<file path="src/rtl/alert_handler_esc_timer_accu.sv">
// alert_handler_esc_timer_accu: per-class alert accumulator and irq timeout escalation trigger (timeout path enabled by ALERT_HANDLER_TIMEOUT_EN)
module alert_handler_esc_timer_accu #(
  parameter int AccuCntDw    = 16,
  parameter int TimeoutCntDw = 32
) (
  input  logic                    clk_i,
  input  logic                    rst_i,
  input  logic                    class_trig_i,
  input  logic                    class_en_i,
  input  logic                    clr_i,
  input  logic                    irq_pending_i,
  input  logic [AccuCntDw-1:0]    accu_thresh_i,
  input  logic [TimeoutCntDw-1:0] timeout_cyc_i,
  output logic [AccuCntDw-1:0]    accu_cnt_o,
  output logic [TimeoutCntDw-1:0] timeout_cnt_o,
  output logic                    accu_trig_o,
  output logic                    timeout_trig_o,
  output logic                    esc_trig_o,
  output logic [1:0]              state_o
);
  typedef enum logic [1:0] {Idle = 2'b00, Timeout = 2'b01, Esc = 2'b10} state_e;
  state_e state_q, state_d;
  logic ev, accu_hit, to_hit, esc;
  logic [AccuCntDw-1:0] accu_d;
  assign ev       = class_en_i & class_trig_i;
  assign accu_hit = ev & (accu_cnt_o >= accu_thresh_i);
  assign accu_d   = clr_i ? '0 : (ev && !(&accu_cnt_o)) ? accu_cnt_o + 1'b1 : accu_cnt_o;
  assign state_o  = state_q;
`ifdef ALERT_HANDLER_TIMEOUT_EN
  logic [TimeoutCntDw-1:0] cnt_d;
  logic [TimeoutCntDw:0] cnt_inc;
  logic to_stay, to_arm;
  assign cnt_inc = {1'b0, timeout_cnt_o} + 1'b1;
  assign to_stay = irq_pending_i & class_en_i;
  assign to_arm  = to_stay & (timeout_cyc_i != '0);
  // next state, timeout counter and trigger decode; clear overrides everything
  always_comb begin
    state_d = state_q;
    cnt_d   = timeout_cnt_o;
    to_hit  = 1'b0;
    esc     = 1'b0;
    case (state_q)
      Idle: begin
        if (accu_hit) begin
          state_d = Esc;
          esc     = 1'b1;
        end else if (to_arm) begin
          state_d = Timeout;
          cnt_d   = '0;
        end
      end
      Timeout: begin
        to_hit = to_stay && (cnt_inc >= {1'b0, timeout_cyc_i});
        if (to_stay) cnt_d = &timeout_cnt_o ? timeout_cnt_o : cnt_inc[TimeoutCntDw-1:0];
        if (accu_hit || to_hit) begin
          state_d = Esc;
          esc     = 1'b1;
        end else if (!to_stay) begin
          state_d = Idle;
          cnt_d   = '0;
        end
      end
      Esc: state_d = Esc;
      default: begin
        state_d = Esc;
        esc     = 1'b1;
      end
    endcase
    if (clr_i) begin
      state_d = Idle;
      cnt_d   = '0;
    end
  end
  // timeout counter and its trigger pulse
  always_ff @(posedge clk_i) begin
    if (rst_i) begin
      timeout_cnt_o  <= '0;
      timeout_trig_o <= 1'b0;
    end else begin
      timeout_cnt_o  <= cnt_d;
      timeout_trig_o <= to_hit & ~clr_i;
    end
  end
`else
  logic unused_to;
  assign unused_to      = ^{irq_pending_i, timeout_cyc_i};
  assign timeout_cnt_o  = '0;
  assign timeout_trig_o = 1'b0;
  // next state without a timeout path; any non-Idle/Esc encoding fails safe into Esc
  always_comb begin
    state_d = state_q;
    to_hit  = 1'b0;
    esc     = 1'b0;
    case (state_q)
      Idle: begin
        state_d = accu_hit ? Esc : Idle;
        esc     = accu_hit;
      end
      Esc: state_d = Esc;
      default: begin
        state_d = Esc;
        esc     = 1'b1;
      end
    endcase
    if (clr_i) state_d = Idle;
  end
`endif
  // state, accumulator and trigger pulse registers
  always_ff @(posedge clk_i) begin
    if (rst_i) begin
      state_q     <= Idle;
      accu_cnt_o  <= '0;
      accu_trig_o <= 1'b0;
      esc_trig_o  <= 1'b0;
    end else begin
      state_q     <= state_d;
      accu_cnt_o  <= accu_d;
      accu_trig_o <= accu_hit & ~clr_i;
      esc_trig_o  <= esc & ~clr_i;
    end
  end
endmodule

</file>
<file path="config.mk">
export PLATFORM = sky130hd
export DESIGN_NAME = alert_handler_esc_timer_accu
export DESIGN_NICKNAME = d
export VERILOG_FILES = /design/src/rtl/alert_handler_esc_timer_accu.sv
export SDC_FILE = /design/constraint.sdc
export NUM_CORES = 1
export LEC_CHECK = 0
export BUFFER_PORTS_ARGS = -buffer_cell sky130_fd_sc_hd__buf_2
export CORE_MARGIN = 3
export CORE_UTILIZATION = 42
export CTS_CLUSTER_DIAMETER = 120
export DETAILED_ROUTE_END_ITERATION = 10
export GPL_TIMING_DRIVEN = 1
export PLACE_DENSITY_LB_ADDON = 0.1
export SYNTH_ARGS = -nofsm -noshare
export SYNTH_HDL_FRONTEND = slang
export SYNTH_SLANG_ARGS = --single-unit
</file>
<file path="constraint.sdc">
create_clock -name clk_i -period 2.49 [get_ports clk_i]
set_clock_uncertainty 0.1 [all_clocks]
set_input_delay 0.3735 -clock clk_i [delete_from_list [all_inputs] [get_ports clk_i]]
set_output_delay 0.3735 -clock clk_i [all_outputs]
set_load 0.05 [all_outputs]
</file>
After elaboration in Yosys (flattened, before gate mapping)
Cells that the tools add are included.
{"block": "totals", "wordCells": 23, "output_inout_bits": 53, "inputBits": 54, "register_bits": 20}
{"block": "classes", "magnitude_cmp": 1, "reduce_logical": 6, "bitwise_logic": 6, "add_sub_neg": 1, "n_mux": 3, "n_eq_ne": 1}
{"operator": "$add A16 B1 Y16 const B", "count": 1}
{"operator": "$ge A16 B16 Y1", "count": 1}
{"operator": "$reduce_and A16 Y1", "count": 1}
{"operator": "$and A1 B1 Y1", "count": 4}
{"operator": "$mux W2", "count": 2}
{"operator": "$reduce_or A3 Y1", "count": 1}
{"operator": "$eq A2 B2 Y1 const B", "count": 1}
{"operator": "$logic_not A2 Y1", "count": 1}
{"operator": "$not A1 Y1", "count": 2}
{"operator": "$pmux W1 S2", "count": 1}
{"operator": "$reduce_or A2 Y1", "count": 1}
{"operator": "$logic_and A1 B1 Y1", "count": 1}
{"operator": "$logic_not A1 Y1", "count": 1}

Depth between registers and ports, before layout
Gate-level depths: netlist (run 1).
{"block": "depth", "ltp_word": 4, "ltp_mapped": 7}

Worst setup path before layout (run 1)
OpenSTA, ideal clock, no wires.
{"block": "synth_timing", "kind": "register to register", "from": "reg accu_cnt_o[0]", "to": "reg esc_trig_o", "setup_slack_ns": 0.254, "required_time_ns": 2.244, "arrival_time_ns": 1.990, "path_stages_with_launch": 8, "period_less_slack_ns": 2.236, "setup_ns": 0.146, "cell_sequence": "dfxtp_1 inv_1 ha_1 nand2b_1 a2111oi_2 nor4_2 nor4_1 nor4_1"}
{"block": "synth_via", "elab_chain_len": 4}
{"element": "from (decl)", "line": "14", "source": "output logic [AccuCntDw-1:0] accu_cnt_o,"}
{"element": "from (signal assigned)", "line": "117", "source": "accu_cnt_o <= accu_d;"}
{"element": "$ge A16 B16 Y1", "line": "26", "source": "assign accu_hit = ev & (accu_cnt_o >= accu_thresh_i);"}
{"element": "$and A1 B1 Y1", "line": "26"}
{"element": "$pmux W1 S2", "line": "94", "source": "case (state_q)"}
{"element": "$and A1 B1 Y1", "line": "119", "source": "esc_trig_o <= esc & ~clr_i;"}
{"element": "to (signal assigned)", "line": "119"}
{"element": "to (decl)", "line": "18", "source": "output logic esc_trig_o,"}
No other way between the ends.
A chain may end at the register's enable or synchronous reset.

Final worst setup path (run 1)
{"block": "layout_timing", "from": "reg accu_cnt_o[0]", "to": "reg accu_trig_o"}
{"block": "layout_via", "elab_chain_len": 3}
{"element": "$ge A16 B16 Y1", "line": "26"}
{"element": "$and A1 B1 Y1", "line": "26"}
{"element": "$and A1 B1 Y1", "line": "118", "source": "accu_trig_o <= accu_hit & ~clr_i;"}
{"element": "to (signal assigned)", "line": "118"}
{"element": "to (decl)", "line": "16", "source": "output logic accu_trig_o,"}
No other way between the ends.

==> results of run 1 <==
## layer usage
layer | GRT usage [%] | wire, um
met4 | 6.076 | 53
met2 | 22.45 | 1377
met3 | 2.329 | 219
met1 | 18.45 | 1494
met5 | 0 | 0
## kinds of logic after synthesis
| family | synth area share, % |
|---|---|
| and+or+nand+nor | 26.09 |
| buffers and inverters | 20.46 |
| AOI/OAI and AO/OA | 9.437 |
| DFF | 24.11 |
| adders and majority gates | 13.48 |
| xor gates and xnor gates | 5.552 |
| other | 0.2377 |
| muxes | 0.6344 |
## where the power goes
part	switching, W	total [W]	internal [W]
Combinational	0.000142	0.000169	0.0000262
Clock	0.000104	0.000217	0.000114
Sequential	0.000000936	0.000305	0.000304
Total	0.000247	0.000691	0.000444
## worst paths after layout
check / end / slack (ns)
setup / recovery: accu_trig_o$_SDFF_PP0_ / 0.45
hold / removal: esc_trig_o$_SDFF_PP0_ / 0.39
setup reg to reg: accu_trig_o$_SDFF_PP0_ / 0.45
hold reg to reg: esc_trig_o$_SDFF_PP0_ / 0.40
## Yosys cell counts (all sizes together) (2+ instances only)
library cell and instances:
nor4 4, and4 4, o21ai 5, and2 2, inv 16, a31oi 2, nand4 7, buf 34
or2 2, nor3 5, nand2 8, a21oi 6, dfxtp 19, clkbuf 2, xnor2 3, nand3 9
nor2 19, xor2 7, ha 17, and3 4
## cell type report
cell class	count	area (um2)	area share, %
clock buffer	4	45.04	2.571
inverter	16	60.06	3.429
multi-input combinational	149	998.5	57.00
sequential	19	380.4	21.71
tap	46	57.56	3.286
timing repair buffer	41	210.2	12.00
## registers in the layout, summed over array words and instances (netlist names)
name	cells
state_o	1
esc_trig_o	1
accu_trig_o	1
accu_cnt_o	16
## tightest hold or removal path, stage by stage
cell     delay (ns)
buf_2          0.12
nand2_1        0.13
nor4_1         0.07
## metrics by stage
stage                     worst slack (ns)  hold WS (ns)  utilization, %
after detailed placement            0.4721        0.3733           49.21
after global placement              0.4662        0.3964           49.21
after global routing                0.3400        0.3927           50.51
final                               0.4488        0.3932           50.51
after floorplan                     0.2538        0.4623               -
after CTS                           0.4407        0.3811           50.51
==> results.toml, run 1 <==
[place]
port_buffers = 39
place.gp.congestion = 0.7592
placed_cell_area_um2 = 1707
hpwl_um = 2552
place_inst = 271

[cts]
cts.htree.levels = 1
cts-buffers-inserted = 3
max-clock-path-buffers = 2
ctsResizeCount = 0
cts_post_setup_buffers_inserted = 0
cts_hold_buffers = 0
cts.sinks = 19
clock_latency_ns = 0.25
path_clk_slew_ns = 0.07
cts_tree = "built"
cts_root_buf = "clkbuf_8"

[drt]
drt_wl_total_um = 3145
drt-pass1-iter-count = 4
drc = 0
post_drt_via_cell_ratio = 4.607
wl_per_cell_um = 11.44
postRouteAntennaNets = 0
route.vias.total = 1267
drt-initial-drc-count = 52

[sta]
period_minus_slack_ns = 2.041
unrepaired_setup_endpoints_after_global_routing = "false"
fin_tns_setup_ns = 0
peak_freq_ghz = 0.4899
period_utilization_post_route_pct = 81.97
setup-violations-final = 0
maxSlewViolCount = 0
timing_hold_violations_final = 0

[hold_path]
holdCritPathClass = "in -> reg"
hold_path_startpoint = "class_trig_i"
worst_hold_path.num_cells = 3

[status]
outcome = "completed"

[yosys]
ys_warn_count = 0
postSynthRegisterBits = 19
syn_area_um2 = 1578
yosysTopAreaCell = "dfxtp_1"
synth-edff-count = 0
yosysSeqAreaShare_pct = 24.11
netlist-cell-type-count = 40
netlist_top_cells_area = "dfxtp_1 24%, buf_4 16%, ha_1 13%"
avgSynthCellArea_um2 = 8.437
synth-async-reset-ratio_pct = 0
synth_top_cell_area_share_pct = 24.11
syn-instance-count = 187
postSynth.topFlopCell = "dfxtp_1"

[power]
post-layout-total-power_w = 0.0006912
pwr_density_cell_nw_per_um2 = 394.6
power.leakage_nw = 0.9090
vdd_drop_max_mv = 0.1773

[floorplan]
std_cell_rows = 21
boundaryPins = 107
die_height_um = 67.29
fp.coreArea_um2 = 3468
die_area_um2 = 4528
start_util_pct = 45.49
width_of_the_die_um = 67.29

[worst_setup_path]
timing.critical_path.required_ns = 2.52
worst_path_largest_cell_delay_ns = 0.40
ff_to_ff_start = "accu_cnt_o[0]$_SDFFE_PP0P_"
timing_worst_setup_path_type = "reg -> reg"
critical_path.startpoint_type = "flop"
critical_path_at_ns = 2.07
critical_path_cell_count = 7
worst-r2r-cell-count = 7
path_buf_inv = 1
startpoint = "accu_cnt_o[0]$_SDFFE_PP0P_"
path_max_fanout = 5
critical_path.top_delay_family = "simple AND/OR/NAND/NOR gates"
slowest_stage = "dfxtp_1"
setup.worst_path.end_class = "flop"
path_cells = "inv_1, ha_1, nand2b_1, a2111oi_2, nor4_2, nor4_1, nor3_1"

[grt]
grt_max_degree = 20
antenna_violations_before_repair = 0
grt_pass1_wl_um = 4809
globalRoute.totalOverflow = 0
first_global_vias = 1077
grt_usage_pct = 14.01

[layout]
highest_count_cells_in_the_layout_ignoring_fill_and_taps = "39 x buf_2, 34 x conb_1, 19 x nor2_1, 19 x dfxtp_1, 17 x ha_1"
area_delta_synth_final_pct = 11.02
finish.instance_area_um2 = 1752
antenna_cells_inserted = 0
drive_gt1_share_pct = 25.76
layout.filler_cells = 356
nets_final = 301
stdcell_count = 275
most_common_cell_after_layout_fill_and_taps_aside = "buf_2"

[run]
cap_viol_max_count = 0
Note: power is estimated with default switching activity, not from simulation.
==> run 2: changes to the inputs <==
--- a/config.mk
+++ b/config.mk
@@ -5,9 +5,10 @@
 export SDC_FILE = /design/constraint.sdc
 export NUM_CORES = 1
 export LEC_CHECK = 0
+export ABC_AREA = 1
 export BUFFER_PORTS_ARGS = -buffer_cell sky130_fd_sc_hd__buf_2
 export CORE_MARGIN = 3
-export CORE_UTILIZATION = 42
+export CORE_UTILIZATION = 39
 export CTS_CLUSTER_DIAMETER = 120
 export DETAILED_ROUTE_END_ITERATION = 10
 export GPL_TIMING_DRIVEN = 1
==> constraint.sdc (replaced) <==
create_clock -name clk_i -period 1.81 [get_ports clk_i]
set_clock_uncertainty 0.1 [all_clocks]
set_input_delay 0.2715 -clock clk_i [delete_from_list [all_inputs] [get_ports clk_i]]
set_output_delay 0.2715 -clock clk_i [all_outputs]
set_load 0.05 [all_outputs]
==> run 2 against run 1 <==
Effect of this change:
- setup slack lost 0.28 ns
- highest routed layer is now met3
- sequential cell count is the same
- wire length is 15% higher
- die area rose by 15%
- global-route usage is 0.51 points lower
- sequential share of layout area is 2.0 points lower
- combinational power increased by 47%
==> results.toml, run 2 <==
[yosys]
syn_area_um2 = 1712
avgSynthCellArea_um2 = 6.459
synth-edff-count = 0
synth-async-reset-ratio_pct = 0
postSynthRegisterBits = 19
netlist_top_cells_area = "dfxtp_1 22%, nand2_1 16%, buf_4 15%"
syn-instance-count = 265
yosys-top-cells-count = "75 x nand2_1, 34 x buf_4, 34 x inv_1"
netlist-cell-type-count = 24
postSynth.topFlopCell = "dfxtp_1"
yosysTopAreaCell = "dfxtp_1"
ys_warn_count = 0
yosysSeqAreaShare_pct = 22.22
yosysMostFrequentCell = "nand2_1"
synth_top_cell_area_share_pct = 22.22

[cts]
max-clock-path-buffers = 2
ctsResizeCount = 0
cts_hold_buffers = 0
cts-buffers-inserted = 3
path_clk_slew_ns = 0.08
cts_tree = "built"
clock_latency_ns = 0.26
cts_root_buf = "clkbuf_8"
cts_post_setup_buffers_inserted = 0
cts.htree.levels = 1
cts.sinks = 19

[drt]
route.vias.total = 1538
drt-pass1-iter-count = 4
postRouteAntennaNets = 0
drc = 0
post_drt_via_cell_ratio = 4.214
drt-initial-drc-count = 60
drt_wl_total_um = 3617
wl_per_cell_um = 9.910

[sta]
period_minus_slack_ns = 1.640
timing_hold_violations_final = 0
fin_tns_setup_ns = 0
setup-violations-final = 0
peak_freq_ghz = 0.6097
maxSlewViolCount = 0
period_utilization_post_route_pct = 90.61
final.hold.worst_slack_ns = 0.2873
unrepaired_setup_endpoints_after_global_routing = "false"

[power]
sw_frac_of_total_pct = 37.22
power.leakage_nw = 1.079
pwr_density_cell_nw_per_um2 = 502.2
vdd_drop_max_mv = 0.3331
internal_power_w = 0.0006158
seq_power_share_pct = 43.0
pwr-share-comb_pct = 25.4
net-switching-power_w = 0.0003650
power.share.clock_pct = 31.6

[layout]
antenna_cells_inserted = 0
area_delta_synth_final_pct = 14.11
highest_count_cells_in_the_layout_ignoring_fill_and_taps = "75 x nand2_1, 39 x buf_2, 34 x inv_1, 34 x conb_1, 28 x nor2_1"
nets_final = 387
most_common_cell_after_layout_fill_and_taps_aside = "nand2_1"
top_register = "accu_cnt_o"
drive_gt1_share_pct = 20.95
largest_reg_flops = 16
utilization_pct = 47.46
layout.filler_cells = 444

[worst_setup_path]
critPathMostFrequentCell = "nor2_4"
worst_path_largest_cell_delay_ns = 0.47
critical_path_at_ns = 1.69
timing_worst_setup_path_type = "reg -> reg"
path_max_fanout = 15
critical_path.startpoint_type = "flop"
path_cells = "nand2_1, nor2_2, nand2_2, nor2_4, nor2_4, buf_4, o21ai_0, a21oi_1"
slowest_stage = "dfxtp_1"
setup.worst_path.end_class = "flop"
timing.critical_path.required_ns = 1.86

[grt]
grt_max_degree = 16
grt_usage_pct = 13.51
grt_pass1_wl_um = 5720
globalRoute.totalOverflow = 0
antenna_violations_before_repair = 0
first_global_vias = 1279

[place]
place.gp.congestion = 0.8143
hpwl_um = 2959
port_buffers = 39

[run]
cap_viol_max_count = 0

[floorplan]
start_util_pct = 41.59
die_area_um2 = 5220
die_height_um = 72.25
width_of_the_die_um = 72.25
std_cell_rows = 23
boundaryPins = 107
fp.coreArea_um2 = 4115

[status]
outcome = "completed"

[hold_path]
holdCritPathClass = "in -> reg"
==> run 2: cell types whose count changed after synthesis, moves of 4 or more <==
cell and change:
a21oi_1 +13, inv_1 +18, nand2_1 +67, nor2_1 +9, o21ai_0 +6, xor2_1 -4
==> run 2: per-layer routing <==
| layer | global-route usage [%] | up-vias | part of all wire [%] |
|---|---|---|---|
| met5 | 0 | - | 0 |
| met4 | 1.253 | 0 | 0 |
| met3 | 3.463 | 0 | 5.6 |
| met2 | 21.94 | 38 | 44 |
| met1 | 18.68 | 650 | 50 |
| li1 | - | 850 | - |
==> run 2: final cells by class <==
class | count | area, um2 | share of cell area [%]
multi-input combinational | 206 | 1044 | 53.43
sequential | 19 | 384.1 | 19.67
timing repair buffer | 50 | 277.8 | 14.22
inverter | 36 | 136.4 | 6.983
tap | 50 | 62.56 | 3.203
clock buffer | 3 | 41.29 | 2.114
clock inverter | 1 | 7.507 | 0.3844
==> run 2: path summary, 6_finish.rpt <==
kind | startpoint | to | slack [ns] | depth (start not counted)
hold reg to reg | state_o[1]$_SDFF_PP0_ | esc_trig_o$_SDFF_PP0_ | 0.34 | 1
hold / removal | rst_i | accu_cnt_o[12]$_SDFFE_PP0P_ | 0.29 | 5
setup reg to reg | accu_cnt_o[9]$_SDFFE_PP0P_ | accu_cnt_o[0]$_SDFFE_PP0P_ | 0.17 | 8
setup / recovery | accu_cnt_o[9]$_SDFFE_PP0P_ | accu_cnt_o[0]$_SDFFE_PP0P_ | 0.17 | 8
==> run 2: kinds of logic (layout without fill, tap and decap cells) <==
group,after synthesis,after routing,synth area share [%]
other cells,1,34,0.2191
simple gates,119,119,28.80
flops,19,19,22.22
xor+xnor,7,7,3.582
buf+inv,73,90,24.05
fa+ha+maj,17,17,12.43
compound gates,29,29,8.699
==> run 2: power by group through the flow <==
stage | Sequential [W] | Combinational, W | Clock, W
2_1_floorplan | 0.000436 | 0.000261 | 0
3_3_place_gp | 0.000432 | 0.000247 | 0
3_5_place_dp | 0.000432 | 0.000248 | 0
4_1_cts | 0.000422 | 0.000249 | 0.000326
5_1_grt | 0.000422 | 0.000267 | 0.000335
6_report | 0.000422 | 0.000249 | 0.000310
==> run 2: through the flow <==
step / instance area (um2) / total power, W / setup slack (ns) / cells
finish: 1953 / 0.0009808 / 0.1699 / 365
global route: 1953 / 0.001024 / 0.06211 / 365
CTS: 1953 / 0.0009968 / 0.1748 / 365
detailed placement: 1904 / 0.0006799 / 0.1854 / 361
global placement: 1904 / 0.0006782 / 0.2139 / 361
floorplan: 1839 / 0.0006976 / 0.01195 / 298
==> run 2: worst max-delay path: cells and delay by family, from the launching register on <==
family          cells  cell delay (ns)
compound gates      2             0.20
buf+inv             1             0.19
simple gates        5             0.58
flops               1             0.47
==> run 3: changes to the inputs <==
--- a/config.mk
+++ b/config.mk
@@ -8,7 +8,7 @@
 export ABC_AREA = 1
 export BUFFER_PORTS_ARGS = -buffer_cell sky130_fd_sc_hd__buf_2
 export CORE_MARGIN = 3
-export CORE_UTILIZATION = 39
+export CORE_UTILIZATION = 43
 export CTS_CLUSTER_DIAMETER = 120
 export DETAILED_ROUTE_END_ITERATION = 10
 export GPL_TIMING_DRIVEN = 1
==> constraint.sdc (replaced) <==
create_clock -name clk_i -period 1.8 [get_ports clk_i]
set_clock_uncertainty 0.1 [all_clocks]
set_input_delay 0.27 -clock clk_i [delete_from_list [all_inputs] [get_ports clk_i]]
set_output_delay 0.27 -clock clk_i [all_outputs]
set_load 0.05 [all_outputs]
==> run 3 against run 2 <==
Effect of this change:
- setup slack better by 0.035 ns
- critical endpoint is now state_o[1]$_SDFF_PP0_
- count of clock-buffer cells in the layout up 1
- die area down 8.6%
- hold slack better by 0.0055 ns
==> results.toml, run 3 (same netlist as run 2, synthesis figures left out) <==
[hold_path]
worst_hold_path.num_cells = 5
holdCritPathClass = "in -> reg"
hold_path_startpoint = "rst_i"
hold_path_end = "accu_cnt_o[1]$_SDFFE_PP0P_"

[power]
power.leakage_nw = 1.075
vdd_drop_max_mv = 0.3850
pwr_density_cell_nw_per_um2 = 507.0

[place]
port_buffers = 39
place.gp.congestion = 0.8296
place_inst = 358
placed_cell_area_um2 = 1894
hpwl_um = 2880
post-place-ws_ns = 0.2056

[sta]
fin_tns_setup_ns = 0
setup-violations-final = 0
timing_hold_violations_final = 0
period_utilization_post_route_pct = 88.62
post-route-worst-setup-slack_ns = 0.2048
period_minus_slack_ns = 1.595
maxSlewViolCount = 0
peak_freq_ghz = 0.6269
unrepaired_setup_endpoints_after_global_routing = "false"

[layout]
top_register = "accu_cnt_o"
antenna_cells_inserted = 0
finish.instance_area_um2 = 1939
highest_count_cells_in_the_layout_ignoring_fill_and_taps = "75 x nand2_1, 39 x buf_2, 34 x inv_1, 34 x conb_1, 28 x nor2_1"
utilization_pct = 51.80
stdcell_count = 362
largest_reg_flops = 16
drive_gt1_share_pct = 20.38
area_delta_synth_final_pct = 13.30
nets_final = 386
most_common_cell_after_layout_fill_and_taps_aside = "nand2_1"

[grt]
grt_usage_pct = 14.84
antenna_violations_before_repair = 0
grt_max_degree = 16
first_global_vias = 1359
grt_pass1_wl_um = 5975
globalRoute.totalOverflow = 0

[cts]
cts_root_buf = "clkbuf_8"
cts.htree.levels = 1
cts_hold_buffers = 0
max-clock-path-buffers = 2
clock_latency_ns = 0.26
path_clk_slew_ns = 0.07
cts_post_setup_buffers_inserted = 0
ctsResizeCount = 0
cts_tree = "built"
cts-buffers-inserted = 3
cts.sinks = 19

[floorplan]
width_of_the_die_um = 69.09
boundaryPins = 107
fp.coreArea_um2 = 3744
die_height_um = 69.09
start_util_pct = 45.72
die_area_um2 = 4773
std_cell_rows = 22

[worst_setup_path]
setup.worst_path.end_class = "flop"
worstReg2RegEnd = "state_o[1]$_SDFF_PP0_"
critical_path.startpoint_type = "flop"
path_max_fanout = 8
timing.critical_path.required_ns = 1.85
r2r_slack_ns = 0.20
timing_worst_setup_path_type = "reg -> reg"
critical_path_at_ns = 1.65
ff_to_ff_start = "accu_cnt_o[2]$_SDFFE_PP0P_"
worst-r2r-cell-count = 11

[drt]
drc = 0
drt_wl_total_um = 3529
postRouteAntennaNets = 0
drt-pass1-iter-count = 4
route.vias.total = 1559
wl_per_cell_um = 9.749
drt-initial-drc-count = 62
post_drt_via_cell_ratio = 4.307

[status]
outcome = "completed"

[run]
cap_viol_max_count = 0
## run 3: critical path, stage by stage, from the launching register on
cell and delay (ns):
dfxtp_1 0.51, ha_1 0.31, nand2_1 0.06, inv_1 0.03
nand2_1 0.05, nand2_1 0.05, nand2_1 0.05, nand2_1 0.07
nand2_1 0.06, nand2_1 0.05, nand2_1 0.10, nand2_1 0.06
## run 3: area by class of cell
type	count	area (um2)
Multi-Input combinational cell	206	1044
Fill cell	416	1804
Timing Repair Buffer	49	270.3
Sequential cell	19	384.1
Inverter	36	136.4
Tap cell	48	60.06
Clock buffer	4	45.04
## run 3: stage by stage
step / hold WS, ns / power, W
2_1_floorplan: 0.3541 / 0.0007015
3_3_place_gp: 0.3267 / 0.0006810
3_5_place_dp: 0.3299 / 0.0006824
4_1_cts: 0.2878 / 0.0009908
5_1_grt: 0.3181 / 0.001023
6_report: 0.2928 / 0.0009833
## run 3: worst max-delay path by stage
stage	end	slack, ns	startpoint	depth (start not counted)
after global routing	accu_cnt_o[0]$_SDFFE_PP0P_	0.05	accu_cnt_o[10]$_SDFFE_PP0P_	8
after CTS	state_o[1]$_SDFF_PP0_	0.18	accu_cnt_o[2]$_SDFFE_PP0P_	11
final	state_o[1]$_SDFF_PP0_	0.20	accu_cnt_o[2]$_SDFFE_PP0P_	11
after detailed placement	state_o[1]$_SDFF_PP0_	0.21	accu_cnt_o[2]$_SDFFE_PP0P_	11
after global placement	state_o[1]$_SDFF_PP0_	0.21	accu_cnt_o[2]$_SDFFE_PP0P_	11
after floorplan	esc_trig_o$_SDFF_PP0_	0.002	accu_cnt_o[7]$_SDFFE_PP0P_	11
## run 3: routing by layer
layer	routed length [um]	GRT usage (%)	vias to the layer above
met5	0	0	-
met4	24	3.037	0
met3	195	3.499	2
met2	1593	24.68	41
met1	1715	19.50	668
li1	-	-	848
## run 3: where the power goes
group | switching, W | leakage, nW | total (W) | internal (W)
registers | 0.00000225 | 0.155 | 0.000424 | 0.000422
logic | 0.000208 | 0.898 | 0.000250 | 0.0000414
clock network | 0.000152 | 0.0228 | 0.000310 | 0.000158
